## src/rtl/gpu_pkg.sv

```systemverilog
// Shared state encodings for the warp scheduler and its helpers.
package gpu_pkg;

    typedef enum logic [2:0] {
        WS_IDLE,
        WS_READY,
        WS_ISSUED,
        WS_WAIT_MEM,
        WS_FINISHED
    } warp_state_t;

    typedef enum logic [1:0] {
        CS_IDLE,
        CS_RUN,
        CS_DONE
    } sched_state_t;

endpackage

```

## src/rtl/rr_arbiter.sv

```systemverilog
// Combinational round-robin arbiter: searches upward from ptr, wrapping to the
// lowest index, and returns a one-hot grant plus the granted index.
module rr_arbiter #(
    parameter int N  = 4,
    parameter int IW = $clog2(N)
) (
    input  logic [N-1:0]  req,
    input  logic [IW-1:0] ptr,
    output logic [N-1:0]  grant,
    output logic [IW-1:0] idx
);

    logic [IW:0]   sum;
    logic [IW-1:0] cand;

    always_comb begin
        grant = '0;
        idx   = '0;
        sum   = '0;
        cand  = '0;
        for (int k = 0; k < N; k++) begin
            // Modulo-N wrap that also holds for non-power-of-two N.
            sum  = {1'b0, ptr} + (IW+1)'(k);
            cand = (sum >= (IW+1)'(N)) ? IW'(sum - (IW+1)'(N)) : sum[IW-1:0];
            if (grant == '0 && req[cand]) begin
                grant[cand] = 1'b1;
                idx         = cand;
            end
        end
    end

endmodule

```

## src/rtl/warp_scheduler.sv

```systemverilog
// Multi-warp scheduler: per-warp state/PC contexts, a round-robin issue
// register toward the shared pipeline, memory-latency parking and a stall counter.
module warp_scheduler
    import gpu_pkg::*;
#(
    parameter int NUM_WARPS  = 4,
    parameter int ADDR_WIDTH = 8,
    parameter int START_PC   = 0,
    parameter int PERF_WIDTH = 16
) (
    input  logic                         clk,
    input  logic                         rst,
    input  logic                         start,
    input  logic [$clog2(NUM_WARPS):0]   warp_count,
    output logic                         issue_valid,
    output logic [$clog2(NUM_WARPS)-1:0] issue_warp,
    output logic [ADDR_WIDTH-1:0]        issue_pc,
    input  logic                         issue_ready,
    input  logic                         complete_valid,
    input  logic [$clog2(NUM_WARPS)-1:0] complete_warp,
    input  logic [ADDR_WIDTH-1:0]        complete_next_pc,
    input  logic                         complete_mem,
    input  logic                         complete_ret,
    input  logic                         mem_done_valid,
    input  logic [$clog2(NUM_WARPS)-1:0] mem_done_warp,
    output logic [NUM_WARPS-1:0]         active_mask,
    output logic                         done,
    output logic                         err,
    output logic [PERF_WIDTH-1:0]        stall_cycles
);

    localparam int WW = $clog2(NUM_WARPS);
    localparam int CW = WW + 1;
    localparam logic [CW-1:0]         NUM_WARPS_C = CW'(NUM_WARPS);
    localparam logic [ADDR_WIDTH-1:0] START_PC_V  = ADDR_WIDTH'(START_PC);

    sched_state_t          core_state_q, core_state_d;
    warp_state_t           warp_state_q [NUM_WARPS];
    warp_state_t           warp_state_d [NUM_WARPS];
    logic [ADDR_WIDTH-1:0] warp_pc_q    [NUM_WARPS];
    logic [ADDR_WIDTH-1:0] warp_pc_d    [NUM_WARPS];
    logic [NUM_WARPS-1:0]  enabled_q, enabled_d;
    logic                  issue_valid_q, issue_valid_d;
    logic [WW-1:0]         issue_warp_q, issue_warp_d;
    logic [ADDR_WIDTH-1:0] issue_pc_q, issue_pc_d;
    logic [WW-1:0]         rr_ptr_q, rr_ptr_d;
    logic                  err_q, err_d;
    logic [PERF_WIDTH-1:0] stall_q, stall_d;

    logic [CW-1:0]        count_clamped;
    logic [NUM_WARPS-1:0] launch_mask;
    logic [NUM_WARPS-1:0] arb_req;
    logic [NUM_WARPS-1:0] arb_grant;
    logic [WW-1:0]        arb_idx;
    logic                 arb_any;
    logic                 cmp_legal;
    logic                 mem_legal;
    logic                 busy;

    assign count_clamped = (warp_count > NUM_WARPS_C) ? NUM_WARPS_C : warp_count;
    assign arb_any       = |arb_grant;

    generate
        for (genvar gi = 0; gi < NUM_WARPS; gi++) begin : g_warp
            assign launch_mask[gi] = (CW'(gi) < count_clamped);
            assign arb_req[gi]     = (core_state_q == CS_RUN) && (warp_state_q[gi] == WS_READY);
            assign active_mask[gi] = (core_state_q != CS_IDLE) && enabled_q[gi]
                                     && (warp_state_q[gi] != WS_FINISHED);
        end
    endgenerate

    rr_arbiter #(
        .N  (NUM_WARPS),
        .IW (WW)
    ) u_arb (
        .req   (arb_req),
        .ptr   (rr_ptr_q),
        .grant (arb_grant),
        .idx   (arb_idx)
    );

    always_comb begin
        core_state_d  = core_state_q;
        warp_state_d  = warp_state_q;
        warp_pc_d     = warp_pc_q;
        enabled_d     = enabled_q;
        issue_valid_d = issue_valid_q;
        issue_warp_d  = issue_warp_q;
        issue_pc_d    = issue_pc_q;
        rr_ptr_d      = rr_ptr_q;
        err_d         = err_q;
        stall_d       = stall_q;
        cmp_legal     = 1'b0;
        mem_legal     = 1'b0;
        busy          = 1'b0;

        // Pipeline events only act on a warp in the matching state; anything else is flagged.
        for (int i = 0; i < NUM_WARPS; i++) begin
            if (complete_valid && complete_warp == WW'(i) && warp_state_q[i] == WS_ISSUED) begin
                cmp_legal = 1'b1;
                if (complete_ret) begin
                    warp_state_d[i] = WS_FINISHED;
                end else begin
                    warp_state_d[i] = complete_mem ? WS_WAIT_MEM : WS_READY;
                    warp_pc_d[i]    = complete_next_pc;
                end
            end
            if (mem_done_valid && mem_done_warp == WW'(i) && warp_state_q[i] == WS_WAIT_MEM) begin
                mem_legal       = 1'b1;
                warp_state_d[i] = WS_READY;
            end
            if (enabled_q[i] && (warp_state_q[i] inside {WS_READY, WS_ISSUED, WS_WAIT_MEM})) begin
                busy = 1'b1;
            end
        end
        if ((complete_valid && !cmp_legal) || (mem_done_valid && !mem_legal)) begin
            err_d = 1'b1;
        end

        case (core_state_q)
            CS_IDLE: begin
                if (start) begin
                    core_state_d = CS_RUN;
                    err_d        = 1'b0;
                    stall_d      = '0;
                    enabled_d    = launch_mask;
                    for (int i = 0; i < NUM_WARPS; i++) begin
                        warp_state_d[i] = launch_mask[i] ? WS_READY : WS_IDLE;
                        if (launch_mask[i]) begin
                            warp_pc_d[i] = START_PC_V;
                        end
                    end
                end
            end
            CS_RUN: begin
                if (!issue_valid_q && stall_q != '1) begin
                    stall_d = stall_q + 1'b1;
                end
                // Refill when empty or when the held entry is being taken this cycle.
                if (!issue_valid_q || issue_ready) begin
                    issue_valid_d = arb_any;
                    if (arb_any) begin
                        issue_warp_d = arb_idx;
                        rr_ptr_d     = (arb_idx == WW'(NUM_WARPS - 1)) ? '0 : arb_idx + 1'b1;
                        for (int i = 0; i < NUM_WARPS; i++) begin
                            if (arb_grant[i]) begin
                                warp_state_d[i] = WS_ISSUED;
                                issue_pc_d      = warp_pc_q[i];
                            end
                        end
                    end
                end
                if (!busy && !issue_valid_q) begin
                    core_state_d = CS_DONE;
                end
            end
            CS_DONE: begin
                if (!start) begin
                    core_state_d = CS_IDLE;
                end
            end
            default: core_state_d = CS_IDLE;
        endcase
    end

    always_ff @(posedge clk or posedge rst) begin
        if (rst) begin
            core_state_q  <= CS_IDLE;
            for (int i = 0; i < NUM_WARPS; i++) begin
                warp_state_q[i] <= WS_IDLE;
                warp_pc_q[i]    <= '0;
            end
            enabled_q     <= '0;
            issue_valid_q <= 1'b0;
            issue_warp_q  <= '0;
            issue_pc_q    <= '0;
            rr_ptr_q      <= '0;
            err_q         <= 1'b0;
            stall_q       <= '0;
        end else begin
            core_state_q  <= core_state_d;
            warp_state_q  <= warp_state_d;
            warp_pc_q     <= warp_pc_d;
            enabled_q     <= enabled_d;
            issue_valid_q <= issue_valid_d;
            issue_warp_q  <= issue_warp_d;
            issue_pc_q    <= issue_pc_d;
            rr_ptr_q      <= rr_ptr_d;
            err_q         <= err_d;
            stall_q       <= stall_d;
        end
    end

    assign issue_valid  = issue_valid_q;
    assign issue_warp   = issue_warp_q;
    assign issue_pc     = issue_pc_q;
    assign done         = (core_state_q == CS_DONE);
    assign err          = err_q;
    assign stall_cycles = stall_q;

endmodule

```

## config.mk

```make
export PLATFORM = sky130hd
export DESIGN_NAME = warp_scheduler
export DESIGN_NICKNAME = d
export VERILOG_FILES = /design/src/rtl/gpu_pkg.sv /design/src/rtl/rr_arbiter.sv /design/src/rtl/warp_scheduler.sv
export SDC_FILE = /design/constraint.sdc
export NUM_CORES = 1
export LEC_CHECK = 0
export CORE_UTILIZATION = 61
export DETAILED_ROUTE_END_ITERATION = 7
export PLACE_DENSITY_LB_ADDON = 0.3
export SLEW_MARGIN = 0
export SYNTH_ARGS = -nofsm -noshare
export SYNTH_HDL_FRONTEND = slang
export SYNTH_HIERARCHICAL = 1
export SYNTH_SLANG_ARGS = --single-unit
```

## constraint.sdc

```tcl
create_clock -name clk -period 8.2 [get_ports clk]
set_input_delay 0.82 -clock clk [delete_from_list [all_inputs] [get_ports clk]]
set_output_delay 0.82 -clock clk [all_outputs]
set_load 0.05 [all_outputs]
```

; ---- After elaboration in Yosys (flattened, before gate mapping)
; Cells that the tools add are included.
[word_totals]
regBits = 80
latchBits = 0
mem_bits_ro = 0
mem_bits_rw = 0
memories = 0
in_bits = 23
[op_classes]
bitwise_logic = 3
n_shift = 0
n_eq_ne = 30
n_reduce_logical = 69
mux = 92
n_lt_le_gt_ge = 17
div = 0
addsub = 9
n_mul = 0
[ops]
columns = operator, count
row1 = 8-bit two-way mux, 16
row2 = 32-bit two-way mux, 2
row3 = 1-bit logical AND, 43
row4 = 3-bit two-way mux, 14
row5 = 12-bit two-way mux, 3
row6 = 16-bit two-way mux, 2
row7 = 16-bit one-hot mux with 2 select lines, 1
row8 = 1-bit two-way mux, 27
row9 = 2-bit two-way mux, 13
row10 = 3-bit by 2-bit == test with 1-bit output (second input constant), 8
row11 = 12-bit one-hot mux with 2 select lines, 1
row12 = 16-bit by 1-bit adder with 16-bit output (second input constant), 1
row13 = 4-bit two-way mux, 4
row14 = 16-bit != test (second input constant), 1
row15 = 2-bit == test (second input constant), 6
row16 = 3-bit by 1-bit == test with 1-bit output (second input constant), 4
row17 = 4-bit zero test, 3
row18 = 2-bit by 3-bit < comparator with 1-bit output (second input constant), 4
row19 = 3-bit != test (second input constant), 4
row20 = 4-bit OR, 3
row21 = 3-bit nonzero test, 4
row22 = 3-bit >= comparator (second input constant), 3
row23 = 3-bit AND reduction, 3
row24 = 1-bit binary-select mux with 2-bit select, 4
row25 = other kinds (22), 46

; ---- Logic depth before layout (Yosys ltp)
[depth]
word_depth = 20
depth_mapped = 15
ltp_nobuf = 13

; ---- By module
; Netlist, hierarchy kept.
[by_module_without_submodules]
columns = mod, area_per_inst_um2, cells_per_inst, n_inst
row1 = warp_scheduler, 4120.2, 396, 1
row2 = rr_arbiter, 514.2, 65, 1

; ---- Least setup slack after synthesis
; Ideal clock, no wire load.
[synth_path]
kind = register to register
start = reg rr_ptr_q[0]
end = reg issue_pc_q[0], in the netlist issue_pc[0]
required_time_ns = 8.075
path_slack_ns = 4.310
setup_ns = 0.125
stages_incl_launch_ff = 14
arrival_time_ns = 3.765
cell_sequence = dfrtp_1 > buf_2 > inv_1 > ha_1 > or4_4 > a211o_1 > a22o_1 > o2111a_2 > nand2_1 > nand3_1 > buf_2 > o41a_1 > buf_2 > mux2_2
[synth_via]
elab_chain_len = 19
[synth_lines]
columns = item, line_no
row1 = start: declaration, warp_scheduler.sv:46  ; logic [WW-1:0] rr_ptr_q, rr_ptr_d;
row2 = start signal: assignment, warp_scheduler.sv:188  ; rr_ptr_q <= rr_ptr_d;
row3 = "parallel branches: the longest is 15 deep, another holds 2-bit by 1-bit adder with 3-bit output", -
row4 = 4-bit two-way mux (*), rr_arbiter.sv:25  ; if (grant == '0 && req[cand]) begin
row5 = via arb_grant[1], warp_scheduler.sv:53  ; logic [NUM_WARPS-1:0] arb_grant;
row6 = 8-bit two-way mux (3 in series), warp_scheduler.sv:146  ; if (arb_grant[i]) begin
row7 = end signal: assignment, warp_scheduler.sv:187  ; issue_pc_q <= issue_pc_d;
row8 = end: declaration, warp_scheduler.sv:45  ; logic [ADDR_WIDTH-1:0] issue_pc_q, issue_pc_d;
; Mark *: on every way through the listed nets, which the timed path passes. The select of a mux whose other input is x is not followed.
; A chain may end at the register's enable or synchronous reset.

; ---- Worst setup path after layout
[layout_path]
start = reg core_state_q[1]
end = reg issue_pc_q[2], in the netlist issue_pc[2]
[layout_via]
elab_chain_len = 17
[layout_lines]
columns = item, line_no
row1 = start: declaration, warp_scheduler.sv:37  ; sched_state_t core_state_q, core_state_d;
row2 = start signal: assignment, warp_scheduler.sv:181  ; core_state_q <= core_state_d;
row3 = 2-bit by 1-bit == test with 1-bit output (*), warp_scheduler.sv:66  ; assign arb_req[gi] = (core_state_q == CS_RUN) && (warp_state_q[gi] == WS_READY);
row4 = 1-bit logical AND (*), warp_scheduler.sv:66
row5 = via arb_req[1], warp_scheduler.sv:52  ; logic [NUM_WARPS-1:0] arb_req;
row6 = 1-bit binary-select mux with 2-bit select, rr_arbiter.sv:25
row7 = 1-bit two-way mux (not written as such), rr_arbiter.sv:25
row8 = 4-bit two-way mux, rr_arbiter.sv:25
row9 = 4-bit zero test, rr_arbiter.sv:25
row10 = 1-bit logical AND, rr_arbiter.sv:25
row11 = 4-bit two-way mux, rr_arbiter.sv:25
row12 = 4-bit zero test, rr_arbiter.sv:25
row13 = 1-bit logical AND, rr_arbiter.sv:25
row14 = 4-bit two-way mux, rr_arbiter.sv:25
row15 = 4-bit zero test, rr_arbiter.sv:25
row16 = 1-bit logical AND, rr_arbiter.sv:25
row17 = 4-bit two-way mux (*), rr_arbiter.sv:25
row18 = via arb_grant[1], warp_scheduler.sv:53
row19 = 8-bit two-way mux (3 in series), warp_scheduler.sv:146
; The timed path passes the listed nets; every way through them passes the cells marked *. The select of a mux whose other input is x is not followed.

==> impl_metrics.json <==
{
  "gr-max-usage-layer": "met2",
  "grt_max_degree": 81,
  "layout_commonest_cell": "dfrtp_1",
  "htreeDepth": 3,
  "endpoint_kind": "register",
  "antenna_found_initial": 0,
  "rsz0062_at_grt": "false",
  "critPathKind": "reg2reg",
  "wl_um": 12000,
  "die_h_um": 89.2,
  "utilization_pct": 74.7,
  "cts_made_buffers": 9,
  "hold_end": "enabled_q[2]$_DFFE_PP0P_",
  "drt-vias-per-instance": 6.52,
  "start_util_pct": 63.6,
  "via_count": 4014,
  "n_antenna_cell": 0,
  "drc": 0,
  "gr-total-overflow": 0,
  "hold_viol": 0,
  "final_nets": 545,
  "syn_to_final_growth_pct": 17.6,
  "clkSlewWorstSetupHoldPaths_ns": 0.10,
  "worstPathRequired_ns": 8.44,
  "seqCellArea_um2": 2000,
  "die_area_um2": 7950,
  "multi_input_area_um2": 2510,
  "first_pass_iters": 5,
  "final_cell_mix": "dfrtp_1 (80), clkdlybuf4s50_1 (55), nor2_1 (51), mux2i_1 (45), nand2_1 (35)",
  "r2r_slack_ns": 3.44,
  "rows": 31,
  "p_int_uw": 987,
  "setup_ws_ns": 3.44,
  "worst-r2r-cell-count": 10,
  "crit_fanout": 13,
  "finalSetupViolCount": 0,
  "drt_first_iter_violations": 389,
  "syn_avg_cell_area_um2": 10.1,
  "antenna_left": 0,
  "cts_resized": 0,
  "tns_ns": 0,
  "postCtsSetupBuffers": 0,
  "grt_pass1_wl_um": 18900,
  "pin_count": 56,
  "pwr-share-clk_pct": 14.9,
  "rr_endpoint": "issue_pc[2]$_DFFE_PP0P_",
  "slew_headroom_pct": 34.2,
  "power.leakage_nw": 2.29,
  "p_sw_uw": 867,
  "synth_nets": 494,
  "fill_cells": 519,
  "seq_power_share_pct": 31.6,
  "max_stage_delay_ns": 0.73,
  "finalClockSkew_ns": 0.0137,
  "path_delay_family": "compound AO/OA/AOI/OAI gates",
  "dp_slack_ns": 3.54,
  "r2r_start": "core_state_q[1]$_DFFE_PP0P_",
  "grtUsageMet1_pct": 43.7,
  "whs_path_depth": 1,
  "grtUsageMet2_pct": 50.8,
  "ys_ff_latch": 80,
  "grt_pass1_vias": 3763,
  "fin_cells": 616,
  "cts.sinks": 80,
  "p_per_area_nw_per_um2": 340,
  "met3_usage_pct": 6.28,
  "irDropWorstVdd_mv": 0.195,
  "grt_usage_pct": 32.2,
  "fin_crit_sh_pct": 58.1,
  "dp_hpwl_um": 8340,
  "ys_warn_count": 6,
  "achievable-frequency_ghz": 0.210,
  "clk_latency_ns": 0.36,
  "clock_path_buffers": 2,
  "wl_per_cell_um": 19.5,
  "synthArstFlopShare_pct": 100,
  "synthCells": 461,
  "worstHoldStart": "enabled_q[2]$_DFFE_PP0P_",
  "status": "finished clean",
  "cts_tree": "done",
  "cp.arrival_ns": 5.00,
  "combPwrFrac_pct": 53.5,
  "synth.cell_area_um2": 4630,
  "synth_edf_count": 0,
  "hold_path_class": "reg2reg",
  "start_kind": "register",
  "report.final.slew_viol_count": 0,
  "drv_cap": 0,
  "hold_buffers": 0,
  "path_cells": "nand2b_1, nor4b_1, mux4_2, a21boi_2, a221oi_1, o2111a_2, nand2_1, nand3_1, o41a_1, mux2_2",
  "synth_ff_type": "dfrtp_1",
  "synth_cell_types": 65,
  "portBuffers": 55,
  "worst_pin_slew_ns": 0.987,
  "die_w_um": 89.2,
  "ys_seq_area_share_pct": 43.2,
  "post-route-min-period_ns": 4.76,
  "power.share.switching_pct": 46.8,
  "coreArea_um2": 7290,
  "routabilityCongestion": 0.908,
  "cp_slowest_cell": "nor4b_1",
  "crit_buf_inv": 0,
  "root_buffer": "clkbuf_8",
  "dp_cells": 600,
  "drive_above_1_share_pct": 11.2,
  "critical_path_depth": 10
}
==> power by group through the flow <==
stage	clock [mW]	sequential [mW]	combinational (mW)
2_1_floorplan	0	0.648	0.656
3_3_place_gp	0	0.583	0.964
3_5_place_dp	0	0.588	0.976
4_1_cts	0.278	0.582	0.983
5_1_grt	0.290	0.598	1.06
6_report	0.276	0.587	0.992
==> Yosys cell counts, types with 8 or more instances <==
library cell	number	area (um^2)
nor3_1	9	45.0
buf_2	13	65.1
mux2i_1	45	450
dfrtp_1	80	2000
nand2_1	35	131
nand2b_1	9	56.3
o21ai_0	20	100
nand3_1	13	65.1
nor2_1	51	191
a21oi_1	17	85.1
nand4_1	8	50.1
mux2_2	21	236
inv_1	11	41.3
o211ai_1	9	67.6
or3_1	8	50.1
ha_1	10	125
==> sequential cells by signal, indices dropped and copies added (netlist names) <==
| register | flops |
|---|---|
| err | 1 |
| issue_valid | 1 |
| enabled_q | 4 |
| warp_state_q | 12 |
| stall_cycles | 16 |
| core_state_q | 2 |
| issue_warp | 2 |
| rr_ptr_q | 2 |
| issue_pc | 8 |
| warp_pc_q | 32 |
==> worst max-delay path by stage <==
stage,startpoint,endpoint,slack [ns]
floorplan,rr_ptr_q[0]$_DFFE_PP0P_,issue_pc[0]$_DFFE_PP0P_,4.31
global placement,rr_ptr_q[0]$_DFFE_PP0P_,issue_pc[4]$_DFFE_PP0P_,3.69
detailed placement,core_state_q[1]$_DFFE_PP0P_,issue_pc[4]$_DFFE_PP0P_,3.54
CTS,core_state_q[1]$_DFFE_PP0P_,issue_pc[2]$_DFFE_PP0P_,3.48
global route,core_state_q[1]$_DFFE_PP0P_,issue_pc[2]$_DFFE_PP0P_,3.20
finish,core_state_q[1]$_DFFE_PP0P_,issue_pc[2]$_DFFE_PP0P_,3.44
==> routing by layer <==
layer / vias up / share of wire, %
li1: 1822 / -
met1: 1965 / 42
met2: 189 / 47
met3: 38 / 8.0
met4: 0 / 2.8
met5: - / 0
==> metrics by stage <==
step                cell area, um^2  total power, mW  hold WS [ns]
floorplan                      4630             1.30         0.450
global placement               5270             1.55         0.465
detailed placement             5270             1.56         0.471
CTS                            5450             1.84         0.488
global route                   5450             1.95         0.521
finish                         5450             1.85         0.500
==> layout make-up <==
type                            instances  share of cell area (%)
Multi-Input combinational cell        350                    46.1
Clock inverter                          5                   0.735
Tap cell                               99                    2.27
Sequential cell                        80                    36.7
Inverter                               11                   0.758
Clock buffer                           11                    2.59
Timing Repair Buffer                   60                    10.8
==> kinds of logic after synthesis <==
kind of cell,Yosys count,synth area share (%)
AND/OR/NAND/NOR,178,20.8
AO/OA/AOI/OAI,93,14.0
flip-flops,80,43.2
multiplexers,69,16.3
buffers and inverters,31,3.05
adder cells (fa/ha/maj),10,2.70
Note: power is estimated with default switching activity, not from simulation.
